## config.mk

```make
export PLATFORM = sky130hd
export DESIGN_NAME = branch_predictor
export DESIGN_NICKNAME = d
export VERILOG_FILES = /design/src/rtl/branch_predictor.sv
export SDC_FILE = /design/constraint.sdc
export NUM_CORES = 2
export LEC_CHECK = 0
export ABC_AREA = 1
export CAP_MARGIN = 25
export CORE_UTILIZATION = 56
export CTS_CLUSTER_DIAMETER = 80
export DETAILED_ROUTE_END_ITERATION = 8
export DONT_BUFFER_PORTS = 1
export PLACE_DENSITY = 0.71
export SETUP_SLACK_MARGIN = 0.15
export SLEW_MARGIN = 10
export SYNTH_ARGS = -nofsm -noshare
export SYNTH_HDL_FRONTEND = slang
export SYNTH_SLANG_ARGS = --single-unit
```

## constraint.sdc

```tcl
create_clock -name clk -period 50.5 [get_ports clk]
set_clock_uncertainty 0.2 [all_clocks]
set_input_delay 15.15 -clock clk [delete_from_list [all_inputs] [get_ports clk]]
set_output_delay 15.15 -clock clk [all_outputs]
set_load 0.01 [all_outputs]
```

## src/rtl/branch_predictor.sv

```systemverilog
// Two-bit counter / tagged BTB branch predictor with EX-stage resolution check.
// Optional statistics counters are built when BP_STATS_EN is defined.
module branch_predictor #(
    parameter int INDEX_BITS = 4,
    parameter int XLEN       = 32
) (
    input  logic            clk,
    input  logic            rst,
    input  logic [XLEN-1:0] if_pc,
    output logic            pred_taken,
    output logic [XLEN-1:0] pred_target,
    input  logic            ex_valid,
    input  logic [XLEN-1:0] ex_pc,
    input  logic            ex_taken,
    input  logic [XLEN-1:0] ex_target,
    input  logic            ex_pred_taken,
    input  logic [XLEN-1:0] ex_pred_target,
    output logic            mispredict,
    output logic [XLEN-1:0] redirect_pc
`ifdef BP_STATS_EN
    ,
    output logic [31:0]     branch_count,
    output logic [31:0]     mispredict_count
`endif
);

    localparam int              ENTRIES = 1 << INDEX_BITS;
    localparam int              TAG_W   = XLEN - INDEX_BITS - 2;
    localparam logic [XLEN-1:0] PC_STEP = XLEN'(4);

    logic [1:0]       r_ctr        [ENTRIES];
    logic             r_btb_valid  [ENTRIES];
    logic [TAG_W-1:0] r_btb_tag    [ENTRIES];
    logic [XLEN-1:0]  r_btb_target [ENTRIES];

    logic [INDEX_BITS-1:0] w_idx;
    logic [TAG_W-1:0]      w_tag;
    logic [INDEX_BITS-1:0] w_eidx;
    logic [TAG_W-1:0]      w_etag;
    logic                  w_hit;
    logic                  w_unused_bits;

    assign w_idx  = if_pc[INDEX_BITS+1:2];
    assign w_tag  = if_pc[XLEN-1:INDEX_BITS+2];
    assign w_eidx = ex_pc[INDEX_BITS+1:2];
    assign w_etag = ex_pc[XLEN-1:INDEX_BITS+2];
    assign w_unused_bits = ^{if_pc[1:0], ex_pc[1:0]};

    // Zero-latency lookup; reads pre-update state when training the same index.
    always_comb begin
        w_hit       = r_btb_valid[w_idx] && (r_btb_tag[w_idx] == w_tag);
        pred_taken  = w_hit && r_ctr[w_idx][1];
        pred_target = if_pc + PC_STEP;
        if (pred_taken) begin
            pred_target = r_btb_target[w_idx];
        end else begin
            pred_target = if_pc + PC_STEP;
        end
    end

    // Resolution check; redirect is always the architecturally correct next PC.
    always_comb begin
        mispredict  = ex_valid && ((ex_taken != ex_pred_taken) ||
                                   (ex_taken && (ex_pred_target != ex_target)));
        redirect_pc = ex_pc + PC_STEP;
        if (ex_taken) begin
            redirect_pc = ex_target;
        end else begin
            redirect_pc = ex_pc + PC_STEP;
        end
    end

    // Table training: counters shared across tags, BTB replaced only on taken.
    always_ff @(posedge clk or posedge rst) begin
        if (rst) begin
            for (int i = 0; i < ENTRIES; i++) begin
                r_ctr[i]        <= 2'b01;
                r_btb_valid[i]  <= 1'b0;
                r_btb_tag[i]    <= '0;
                r_btb_target[i] <= '0;
            end
        end else if (ex_valid) begin
            if (ex_taken) begin
                if (r_ctr[w_eidx] != 2'b11) begin
                    r_ctr[w_eidx] <= r_ctr[w_eidx] + 2'b01;
                end
                r_btb_valid[w_eidx]  <= 1'b1;
                r_btb_tag[w_eidx]    <= w_etag;
                r_btb_target[w_eidx] <= ex_target;
            end else if (r_ctr[w_eidx] != 2'b00) begin
                r_ctr[w_eidx] <= r_ctr[w_eidx] - 2'b01;
            end
        end
    end

`ifdef BP_STATS_EN
    logic [31:0] r_branch_count;
    logic [31:0] r_mispredict_count;

    // Free-running resolution statistics, wrapping at 2^32.
    always_ff @(posedge clk or posedge rst) begin
        if (rst) begin
            r_branch_count     <= 32'd0;
            r_mispredict_count <= 32'd0;
        end else begin
            if (ex_valid) begin
                r_branch_count <= r_branch_count + 32'd1;
            end
            if (mispredict) begin
                r_mispredict_count <= r_mispredict_count + 32'd1;
            end
        end
    end

    assign branch_count     = r_branch_count;
    assign mispredict_count = r_mispredict_count;
`endif

endmodule

```

# [After elaboration in Yosys (flattened, before gate mapping)]
# Index checks and enable logic that the tools add are counted.
[word_totals] out_inout_bits=66 in_bits=133 ff_bits=976 wordCells=121
[op_classes] bitwise=3 addsub=4 n_eq_ne=5 reduce_logical=10 muxes=32 magnitude_cmp=3
[op_table] operator="$bwmux 512" count=1
[op_table] operator="$bwmux 416" count=1
[op_table] operator="$mux 32" count=8
[op_table] operator="$bmux 32 s4" count=1
[op_table] operator="$demux 32 s4" count=1
[op_table] operator="$bmux 26 s4" count=1
[op_table] operator="$demux 26 s4" count=1
[op_table] operator="$mux 26" count=3
[op_table] operator="$add 32x3->32 const B" count=2
[op_table] operator="$bwmux 32" count=2
[op_table] operator="$ne 32x32->1" count=1
[op_table] operator="$eq 26x26->1" count=1
[op_table] operator="$bmux 2 s4" count=2
[op_table] operator="$or 16x16->16" count=1
[op_table] operator="$ge 5x5->1 const B" count=2
[op_table] operator="$mux 2" count=5
[op_table] operator="$not 4->5" count=2
[op_table] operator="$demux 2 s4" count=1
[op_table] operator="$logic_and 1x1->1" count=5
[op_table] operator="$lt 5x1->1 const B" count=1
[op_table] operator="$bmux 1 s4" count=1
[op_table] operator="$demux 1 s4" count=1
[op_table] operator="$reduce_bool 2->1" count=2
[op_table] operator="$mux 1" count=3
[op_table] operator="8 further kinds" count=8

# [Longest topological paths before layout]
[logic_depth] depth_word=8 ltp_mapped=24 depth_no_buf=19

# [Worst setup path after synthesis]
# No wires, ideal clock.
[synth_timing] path_type="input-to-output" from="in if_pc[2]" to="out pred_target[10]" cell_stages=21 t_arrival_ns=17.062 path_buffers=6 setup_slack_ns=18.088 required_time_ns=35.150 path_cell_list="buf_4 inv_2 buf_6 buf_6 buf_6 buf_6 nand2_1 nand3_1 nand3_1 nand3_1 nand2_1 nand2_1 nand2_1 nor2_1 nand2_1 nor2_1 nand2_2 nor2_8 buf_6 nand2_1 o21ai_1"
[synth_between] elab_chain_cells=8 elab_cells_between_ends=18 cone_classes="add/sub: 1; eq/ne: 1; mux: 13; bitwise: 1; reduce/logical: 2"
[synth_lines] element="start: declaration" line_no="9" source="input logic [XLEN-1:0] if_pc,"
[synth_lines] element="$not 4->5 (implied by the code)" line_no="51, 52, 55"
[synth_lines] element="$bmux 26 s4" line_no="51" source="w_hit = r_btb_valid[w_idx] && (r_btb_tag[w_idx] == w_tag);"
[synth_lines] element="$mux 26 (implied by the code) (2 in series)" line_no="51"
[synth_lines] element="$eq 26x26->1" line_no="51"
[synth_lines] element="$logic_and 1x1->1" line_no="51"
[synth_lines] element="$logic_and 1x1->1" line_no="52" source="pred_taken = w_hit && r_ctr[w_idx][1];"
[synth_lines] element="$mux 32 *" line_no="54" source="if (pred_taken) begin"
[synth_lines] element="end: declaration" line_no="11" source="output logic [XLEN-1:0] pred_target,"
# Every way passes the cells marked *; elsewhere a longest branch is shown, timed or not. The select of a mux whose other input is x is not followed.

# [Worst setup path after layout]
[layout_timing] from="in if_pc[2]" to="out pred_target[11]"
[layout_between] elab_chain_cells=8 elab_cells_between_ends=18 cone_classes="add/sub: 1; eq/ne: 1; mux: 13; bitwise: 1; reduce/logical: 2"
[layout_lines] element="$not 4->5 (implied by the code) *" line_no="51, 52"
[layout_lines] element="$bmux 26 s4" line_no="51"
[layout_lines] element="$mux 26 (implied by the code) (2 in series)" line_no="51"
[layout_lines] element="$eq 26x26->1" line_no="51"
[layout_lines] element="$logic_and 1x1->1" line_no="51"
[layout_lines] element="$logic_and 1x1->1 *" line_no="52"
[layout_lines] element="net pred_taken" line_no="10" source="output logic pred_taken,"
[layout_lines] element="$mux 32 *" line_no="54"
# Mark *: on every way through the listed nets, which the timed path passes. The rest lies on a longest branch. The select of a mux whose other input is x is not followed.

==> results.md <==
* Pwr per Cell Area at 41.6 nW/um2
* Ys flop type: dfrtp_1
* Clock tree buffer depth at 3
* Final Hold Fails at 0
* Post-CTS Setup Bufs at 0
* Simple-gate area share of the yosys netlist at 0.225
* Synth async-reset ratio at 1.00
* Post-Route WL at 155000 um
* Worst setup EP type: output pin
* Grt peak-use layer: met2
* Root buffer cell: clkbuf_16
* Seq. cell area at 24400 um2
* Residual DRC count at 0
* Post-placement cell area at 47000 um2
* Setup TNS at 0 ns
* Multi-input logic area at 19300 um2
* Die Y at 292 um
* Max IR drop VDD at 0.0324 mV
* Ports at 199
* Synth Warn # at 0
* Worst path required time at 35.15 ns
* Iter 0 DRT Violations at 5203
* Fin crit period at 35.43 ns
* Number of global-route vias before repair at 39.0k
* Area contributors post-synth: dfrtp_1 (51%), nand2_1 (15%), o21ai_0 (14%)
* Unrepaired setup endpoints after global routing: false
* Die X at 292 um
* Vias at 41.6k
* Antenna violations before repair at 8
* Syn Area/Cell at 7.71 um2
* Final ANT Viol Nets at 0
* Syn Std Cell Area at 47100 um2
* Hold buffers post-CTS at 0
* Fin nets at 5941
* Peak Freq at 28.2 MHz
* Drt wl/cell at 22.3 um
* GR Util met3 at 0.0669
* Setup Crit Path Kind: in -> out
* Share of the synthesized area in the top cell type at 0.510
* Gr ovfl total at 0
* Clk sinks at 976
* Layout cells sized above 1 at 0.0476
* Die area at 85200 um2
* DP HPWL at 90200 um
* Unique masters post-synth at 42
* Critical path fanouts, max at 478
* Startpoint types: input pin
* Skew-Pair Late Insertion Delay at 0.67 ns
* Drt first pass iters at 6
* CTS tree: done
* First-pass GRT wire length at 238000 um
* Met1 Use GR at 0.481
* Sequential area share after synthesis at 0.519
* Clk slew on worst S/H paths at 0.06 ns
* CP arrival at 20.08 ns
* Mux contribution to synthesized area at 0
* CTS Buf Count at 102
* Routability cong. at 0.959
* Worst-Margin Slew at 1.25 ns
* #FFs+latches synth at 976
* Largest net degree at the start of global routing at 479
* Fill cells at 7408
* PnR Total Power at 2110 uW
* Final period util at 0.702
* GRT met2 Usage at 0.568
* Post-synthesis compound-gate area fraction at 0.172
* Post-CTS resize count at 0
* Status: complete, no violations
* Design area at 50800 um2
* EDFF count, synth at 0
* Hold Crit Class: reg -> reg
* Final Slew Violations at 0
* Core area at 82600 um2
* Post-synth top area cell: dfrtp_1
* Max-cap viol count at 0
* Syn Nets at 6248
* Syn Inst Count at 6108
* Via density at 5.98
* Leakage at 0.0247 uW
* Htree depth at 3
* Starting density of the core at 0.570
* # port buffers at 0
* Syn-to-layout area delta at 7.91%
* Worst relative slew slack at 0.170
* Post-Synth XOR/XNOR Area at 0.00893
* Final setup fails at 0
* # rows at 105
* Global router's overall resource usage at 0.365
* Largest family of logic cells by synthesized area: simple AND/OR/NAND/NOR gates
* Post-synthesis adder-cell area fraction at 0.00186
[synth_stat cells (27+ instances only)]
library cell / n
buf_1: 27
nand3_1: 293
xor2_1: 45
nand2_1: 1912
dfrtp_1: 960
o22ai_1: 94
clkbuf_1: 347
o21ai_0: 1327
o221ai_1: 44
inv_1: 377
nor2_1: 428
buf_2: 58
[path summary, 6_finish.rpt]
path	startpoint	endpoint	slack, ns	cells after the start
worst max-delay path	if_pc[2]	pred_target[11]	15.07	21
worst min-delay path	r_btb_valid[7]	r_btb_valid[7]	0.26	2
worst max register to register	flop	r_ctr[25]	47.54	9
worst min register to register	r_btb_valid[7]	r_btb_valid[7]	0.26	2
max in group asynchronous	rst	r_btb_tag[251]	33.07	5
min in group asynchronous	rst	r_btb_target[297]	14.10	1
[through the flow]
stage	util	hold WS [ns]	std cells	worst slack [ns]
2_1_floorplan	-	0.220	6108	7.72
3_3_place_gp	0.568	0.236	6756	15.51
3_5_place_dp	0.569	0.246	6759	15.37
4_1_cts	0.612	0.262	6950	15.32
5_1_grt	0.615	0.290	6963	15.19
6_report	0.615	0.259	6967	15.07
[logic make-up (layout without fill, tap and decap cells)]
group	count (synthesis)	after routing
compound gates	1539	1539
xor+xnor	48	48
fa+ha+maj	7	7
buf+inv	849	629
flops	976	976
other cells	0	9
simple gates	2689	2689
[state kept, by name (all words and copies together) (netlist names), named ones only]
name / count
r_ctr: 16
r_btb_valid: 16
r_btb_target: 512
r_btb_tag: 416
[layer usage]
layer / routed length [um] / vias to the layer above / share of wire
li1: - / 19200 / -
met3: 13400 / 384 / 0.086
met2: 69400 / 1920 / 0.45
met4: 10300 / 10 / 0.066
met5: 80 / - / 0.00052
met1: 62200 / 20100 / 0.40
[area by class of cell]
type                            instances  area share
Clock inverter                         38     0.00946
Tap cell                             1070      0.0264
Clock buffer                          153      0.0605
Inverter                              387      0.0290
Sequential cell                       976       0.481
Timing Repair Buffer                   51      0.0123
Multi-Input combinational cell       4283       0.381
Antenna cell                            9    0.000443
[critical path: stages]
cell     delay (ns)
inv_8          0.70
buf_4          0.37
buf_16         0.32
buf_4          0.67
nand2_1        0.10
nand2_1        0.08
nand2_1        0.04
o21ai_0        0.10
nand2_1        0.06
nand2_1        0.09
inv_1          0.06
nand2_1        0.07
nand2_1        0.05
nand2_1        0.09
nand2_1        0.06
nor2_1         0.11
nand3_2        0.47
nor2_8         0.71
nand2_1        0.15
nand2_1        0.10
inv_1          0.07
[placed cells by master (no fill, tap or decap), drive strengths merged, types with 2 or more instances in the layout]
cell type  count
buf           51
diode          9
o21ai       1352
xor2          45
nor3          18
a22o           5
nand2       1913
clkinvlp       2
a31oi          7
nor4           5
bufinv         9
nor2         433
xnor2          3
dfstp         16
a32o           4
clkinv        25
dfrtp        960
o211ai        11
o221ai        44
a21oi         13
o22ai         94
ha             7
nand4         20
clkbuf       153
a221oi         3
nand3        296
inv          389
nand3b         2
a211oi         2
[power by group]
group          switching (uW)  internal (uW)  total, uW
combinational             196            114        311
sequential               79.0            931       1010
clock                     326            468        793
total                     601           1510       2110
No activity file was read; power rests on OpenSTA's default activity.
